==> config.mk <==
export PLATFORM = sky130hd
export DESIGN_NAME = lut_ram
export DESIGN_NICKNAME = d
export VERILOG_FILES = /design/src/rtl/lut_ram.sv
export SDC_FILE = /design/constraint.sdc
export NUM_CORES = 2
export LEC_CHECK = 0
export BUFFER_PORTS_ARGS = -buffer_cell sky130_fd_sc_hd__buf_4
export CORE_MARGIN = 3
export CORE_UTILIZATION = 60
export CTS_CLUSTER_SIZE = 24
export DETAILED_ROUTE_END_ITERATION = 8
export GPL_TIMING_DRIVEN = 0
export PLACE_DENSITY = 0.73
export SYNTH_ARGS = -nofsm -noshare
export SYNTH_HDL_FRONTEND = slang
export SYNTH_SLANG_ARGS = --single-unit
==> constraint.sdc <==
create_clock -name clk -period 2.95 [get_ports clk]
set_input_delay 0.59 -clock clk [delete_from_list [all_inputs] [get_ports clk]]
set_output_delay 0.59 -clock clk [all_outputs]
set_load 0.02 [all_outputs]
==> src/rtl/lut_ram.sv <==
// lut_ram: 256x8 lookup table with 1-cycle registered read and beat-wise reprogramming
module lut_ram #(
    parameter int BEAT_BYTES = 4
) (
    input  logic                    clk,
    input  logic                    rst_n,
    input  logic [7:0]              x_i,
    output logic [7:0]              y_o,
    input  logic                    load_start,
    input  logic                    ld_valid,
    input  logic [BEAT_BYTES*8-1:0] ld_data,
    output logic                    ld_ready,
    output logic                    load_busy,
    output logic                    load_done,
    output logic                    table_valid
);
    typedef enum logic {IDLE, LOAD} state_t;
    state_t     state_q, state_d;
    logic [7:0] wp_q, wp_d, y_q, y_d;
    logic       done_q, done_d, tv_q, tv_d;
    logic [7:0] mem_q [256];
    logic [7:0] mem_d [256];
    logic       last;
    assign last = wp_q == 8'(256 - BEAT_BYTES);
    // read uses mem_q, so a same-cycle write to the looked-up entry returns the old value
    always_comb begin
        state_d = state_q;
        wp_d    = wp_q;
        tv_d    = tv_q;
        done_d  = 1'b0;
        mem_d   = mem_q;
        y_d     = mem_q[x_i];
        if (load_start) begin
            state_d = LOAD;
            wp_d    = '0;
            tv_d    = 1'b0;
        end else if (state_q == LOAD && ld_valid) begin
            for (int k = 0; k < BEAT_BYTES; k++)
                mem_d[wp_q + 8'(k)] = ld_data[8*k +: 8];
            wp_d = wp_q + 8'(BEAT_BYTES);
            if (last) begin
                state_d = IDLE;
                done_d  = 1'b1;
                tv_d    = 1'b1;
            end
        end
    end
    always_ff @(posedge clk or negedge rst_n) begin
        if (!rst_n) begin
            state_q <= IDLE;
            wp_q    <= '0;
            y_q     <= '0;
            done_q  <= 1'b0;
            tv_q    <= 1'b0;
            for (int i = 0; i < 256; i++) mem_q[i] <= 8'(i);
        end else begin
            state_q <= state_d;
            wp_q    <= wp_d;
            y_q     <= y_d;
            done_q  <= done_d;
            tv_q    <= tv_d;
            mem_q   <= mem_d;
        end
    end
    assign y_o         = y_q;
    assign ld_ready    = state_q == LOAD;
    assign load_busy   = state_q == LOAD;
    assign load_done   = done_q;
    assign table_valid = tv_q;
endmodule

**Word-level counts from Yosys, hierarchy flattened**

Cells that the tools add are included.
W data, S select, Z words.

- Bits in registers: 2,067
- Input bits: 44

- Add/sub/neg operators: 4
- Magnitude comparators: 9
- Equal/unequal tests: 1
- Mux-type cells: 26
- Bitwise gates (word level): 6
- Reduce and logical (&&, ||, !) cells: 9

Operators by type and width:

| kind | number |
|---|---|
| $bwmux W2048 | 4 |
| $demux W8 S8 | 4 |
| $bmux W8 S8 | 1 |
| $mux W8 | 8 |
| $ge A9 B9 Y1 const B | 5 |
| $not A8 Y9 | 5 |
| $lt A9 B1 Y1 const B | 4 |
| $add A8 B2 Y8 const B | 2 |
| $mux W1 | 9 |
| $add A8 B1 Y8 const B | 1 |
| $add A8 B3 Y8 const B | 1 |
| $eq A8 B8 Y1 const B | 1 |
| $logic_and A1 B1 Y1 | 5 |
| $reduce_and A2 Y1 | 2 |
| $reduce_bool A2 Y1 | 2 |
| $not A1 Y1 | 1 |

**Depth between registers and ports, before layout**

- Depth after elaboration: 9
- Depth in mapped cells: 11

**Least setup slack after synthesis**

Ideal clock, no wire load.

- Kind: input-to-reg
- Start point: input x_i[0]
- End point: register y_q[7] (netlist: y_o[7])
- Setup time: 0.131 ns
- Arrival time: 2.381 ns
- Setup slack: 0.438 ns
- Cell stages on the path: 9
- Path through: buf_6 -> buf_12 -> buf_6 -> buf_2 -> mux4_2 -> a22oi_1 -> a31oi_1 -> nor4_1 -> nor4_1

- Cells in the longest elaborated chain, start to end: 4

Ends and longest elaborated chain:

| item | RTL line | RTL |
|---|---|---|
| start, declared | 7 | `input logic [7:0] x_i,` |
| $not A8 Y9 (implied by the code) | 32 | `y_d = mem_q[x_i];` |
| $bmux W8 S8 | 32 |  |
| $mux W8 (implied by the code) (2 in a row) | 32 |  |
| net y_d[7] | 19 | `logic [7:0] wp_q, wp_d, y_q, y_d;` |
| end signal, assigned | 59 | `y_q <= y_d;` |
| end, declared | 19 |  |

The timed path passes the listed nets, and every way through them passes these cells. The select of a mux whose other input is x is not followed.
A chain may end at the register's enable or synchronous reset.

**Final worst setup path**

- Start point: input x_i[1]
- End point: register y_q[2] (netlist: y_o[2])

Same word-level chain as after synthesis.

==> key figures <==
Outcome
  • Status: finished, violations left
  • Failing checks: capacitance limit, slew limit, setup timing

Drt
  • Antenna viol nets, final: 0
  • Residual DRC: 0
  • Routed len/inst: 45.2 µm
  • DRT Wirelength: 389000 µm
  • Pre-antenna DRT Iters: 9
  • Via count: 63600
  • Vias per cell: 7.40
  • Initial DRC Count: 8490

Synth
  • Count leader, synth: mux2_2
  • Synth async-reset ratio: 1.00
  • Post-synthesis sequential area ratio: 0.560
  • Post-Syn Nets: 6084
  • Mapped Cells: 6033
  • Top cell type by total area after synthesis: dfstp_2
  • Most used DFF post-synth: dfrtp_1
  • Ranking of synthesized cells by area: dfstp_2 (28%), dfrtp_1 (28%), mux2_2 (25%)
  • Post-synth top area share: 0.285
  • Cell variety after synth: 60
  • #FFs+latches synth: 2065
  • Avg Synthesized Cell Area: 15.7 µm²
  • Number of flops mapped to enable cells by yosys: 0
  • Post-Syn Area: 0.0946 mm²
  • Synthesis Warnings: 0
  • Commonest cells post-synth: mux2_2 (2058), dfrtp_1 (1041), dfstp_2 (1024)

GRT
  • Vias in the first global route: 62200
  • Gr usage total: 0.480
  • Gr busiest metal: met2
  • Initial antenna violation count: 49
  • Met2 Usage GRT: 0.636
  • First-pass GRT wire length: 525000 µm
  • Met3 GRT Util: 0.240
  • Largest net degree at the start of global routing: 185
  • GR Util met1: 0.613
  • Overflow after GRT: 0

Power
  • Reg power frac: 0.470
  • Comb pwr share: 0.090
  • Switch share: 0.261
  • Power Density: 584 mW/mm²
  • Cell Int Power: 46.3 mW
  • Leakage: 47.2 nW
  • Clk network pwr share: 0.440
  • Total power: 62.6 mW
  • Peak supply drop: 0.633 mV
  • Psw: 16.4 mW

Timing
  • Fmax: 306 MHz
  • Final worst setup slack: -0.315 ns
  • # setup viols final: 518
  • Final Skew: 0.0208 ns
  • Slew margin rel.: -0.0955
  • Final min period: 3.27 ns
  • Final hold viol count: 0
  • Max-slew violation count: 102
  • Final period util: 1.11
  • Worst Tran Pin Value: 1.64 ns
  • RSZ-0062 raised after global routing: yes

Clock tree
  • Longest Clk Path Bufs: 3
  • Later-pin clock latency in the skew report: 0.86 ns
  • CTS clk-pin slew, worst paths: 0.06 ns
  • H-tree Lvls: 4
  • CTS Buf Count: 212
  • Clk sinks: 2065
  • CTS tree: built
  • CTS root buf: clkbuf_16

Worst setup path
  • CP Launch Type: input pin
  • Kind of end point of the critical path: flop
  • Critical path class: input pin to flop
  • Crit path max fanout: 10
  • Critical Path RT: 3.63 ns
  • Worst EP arrival: 3.94 ns

Die
  • Die H: 403 µm
  • Core area: 0.156 mm²
  • Die Wd: 403 µm
  • IO Count: 56
  • Initial core utilization: 0.605
  • Row cnt: 145
  • Die ar.: 0.162 mm²

Placement
  • Gpl congestion: 1.06
  • DP Area: 0.0978 mm²
  • DP Cell Count: 8128
  • HPWL Detailed: 261000 µm
  • Port bufs: 19

Min path
  • Hold Path Class: input pin to asynchronous set/reset pin

Finish
  • Nets: 6353
  • Share of cells above drive strength 1: 0.675
  • Area Overhead vs Synth: 13.3%
  • Fin area: 0.107 mm²
  • Fill cell total of the finished layout: 10800
  • Fin cells: 8599

Flow run
  • Max Cap Viol: 9
## power groups by stage
stage	Clock (mW)	Combinational, mW	Sequential, mW
2_1_floorplan	0	2.05	29.7
6_report	27.5	5.66	29.4
4_1_cts	27.4	5.29	29.4
5_1_grt	28.6	5.60	29.4
3_5_place_dp	0	5.02	29.8
3_3_place_gp	0	4.88	29.8
## metal layers
layer / share of wire / routed length (µm) / vias to the layer above
met5: 0.0022 / 845 / -
met4: 0.078 / 30500 / 23
met3: 0.15 / 57900 / 1256
met2: 0.41 / 159000 / 4801
met1: 0.36 / 141000 / 34400
li1: - / - / 23200
## worst max-delay path, cell delays in order
cell	delay, ns
buf_4	0.27
nand2b_1	0.18
clkbuf_2	0.51
buf_4	0.43
nor2_1	0.14
a221oi_1	0.53
a31oi_4	0.33
nor4_4	0.70
nor4_4	0.20
## state kept, by name, summed over array words and instances, names as in the netlist
register / flops
ld_ready: 1
y_o: 8
mem_q: 2048
wp_q: 6
table_valid: 1
load_done: 1
## path summary, 6_finish.rpt
path,from,end,slack [ns],depth (start not counted)
worst max register to register,ld_ready,mem_q[113],-0.23,7
worst min register to register,mem_q[729],mem_q[729],0.50,1
worst max-delay path,x_i[1],y_o[2],-0.32,9
max in group asynchronous,rst_n,mem_q[1873],0.44,5
worst min-delay path,rst_n,mem_q[294],0.05,2
min in group clk,ld_valid,wp_q[3],0.10,3
## area by class of cell
cell class	count	area [µm²]	share of cell area
flip-flops and latches	2065	53000	0.494
multi-input cells	3380	40100	0.374
clock buffers	348	6380	0.0595
plain buffers	581	3510	0.0328
well taps	2058	2570	0.0240
repair buffers	58	837	0.00781
clock inverters	52	641	0.00598
diodes	53	133	0.00124
inverters	4	15.0	0.000140
## repair_timing
action,4_1_cts,5_1_grt
setup endpoints to repair,2006,589
setup buffers,4,3
endpoints found under the hold margin,49,0
pin swaps,14,18
hold buffers,14,0
gates resized for setup,395,145
## cells by family (layout without fill, tap and decap cells)
logic type	count (synthesis)	in the layout	synth area share
multiplexers	2619	2619	0.362
other	0	53	0
flip-flops	2065	2065	0.560
adder cells (fa/ha/maj)	7	7	0.000926
buffers and inverters	588	1043	0.0290
AO/OA/AOI/OAI	431	431	0.0317
AND/OR/NAND/NOR	319	319	0.0159
XOR/XNOR	4	4	0.000371
## layout by cell type (no fill, tap or decap), drive strengths merged, types with 15 or more instances in the layout
| cell | Yosys | routed |
|---|---|---|
| nor2 | 93 | 93 |
| nand2 | 117 | 117 |
| nor4 | 37 | 37 |
| mux2 | 2058 | 2058 |
| a21oi | 103 | 103 |
| dfrtp | 1041 | 1041 |
| mux2i | 125 | 125 |
| mux4 | 436 | 436 |
| buf | 270 | 321 |
| a221oi | 17 | 17 |
| o21ai | 17 | 17 |
| clkbuf | 314 | 655 |
| a22oi | 190 | 190 |
| clkinv | 0 | 31 |
| a211oi | 15 | 15 |
| diode | 0 | 53 |
| dfstp | 1024 | 1024 |
| o221ai | 35 | 35 |
## per-stage QoR
step / utilization / setup TNS (ns) / setup WS, ns / hold WS (ns)
after floorplan: - / 0 / 0.438 / 0.294
after CTS: 0.681 / -1.28 / -0.0614 / 0.0556
final: 0.685 / -36.98 / -0.315 / 0.0494
after detailed placement: 0.626 / -1570.12 / -3.11 / 0.487
after global routing: 0.684 / -26.36 / -0.195 / 0.109
after global placement: 0.622 / - / -23.48 / 0.481
(Power assumes the default switching activity.)
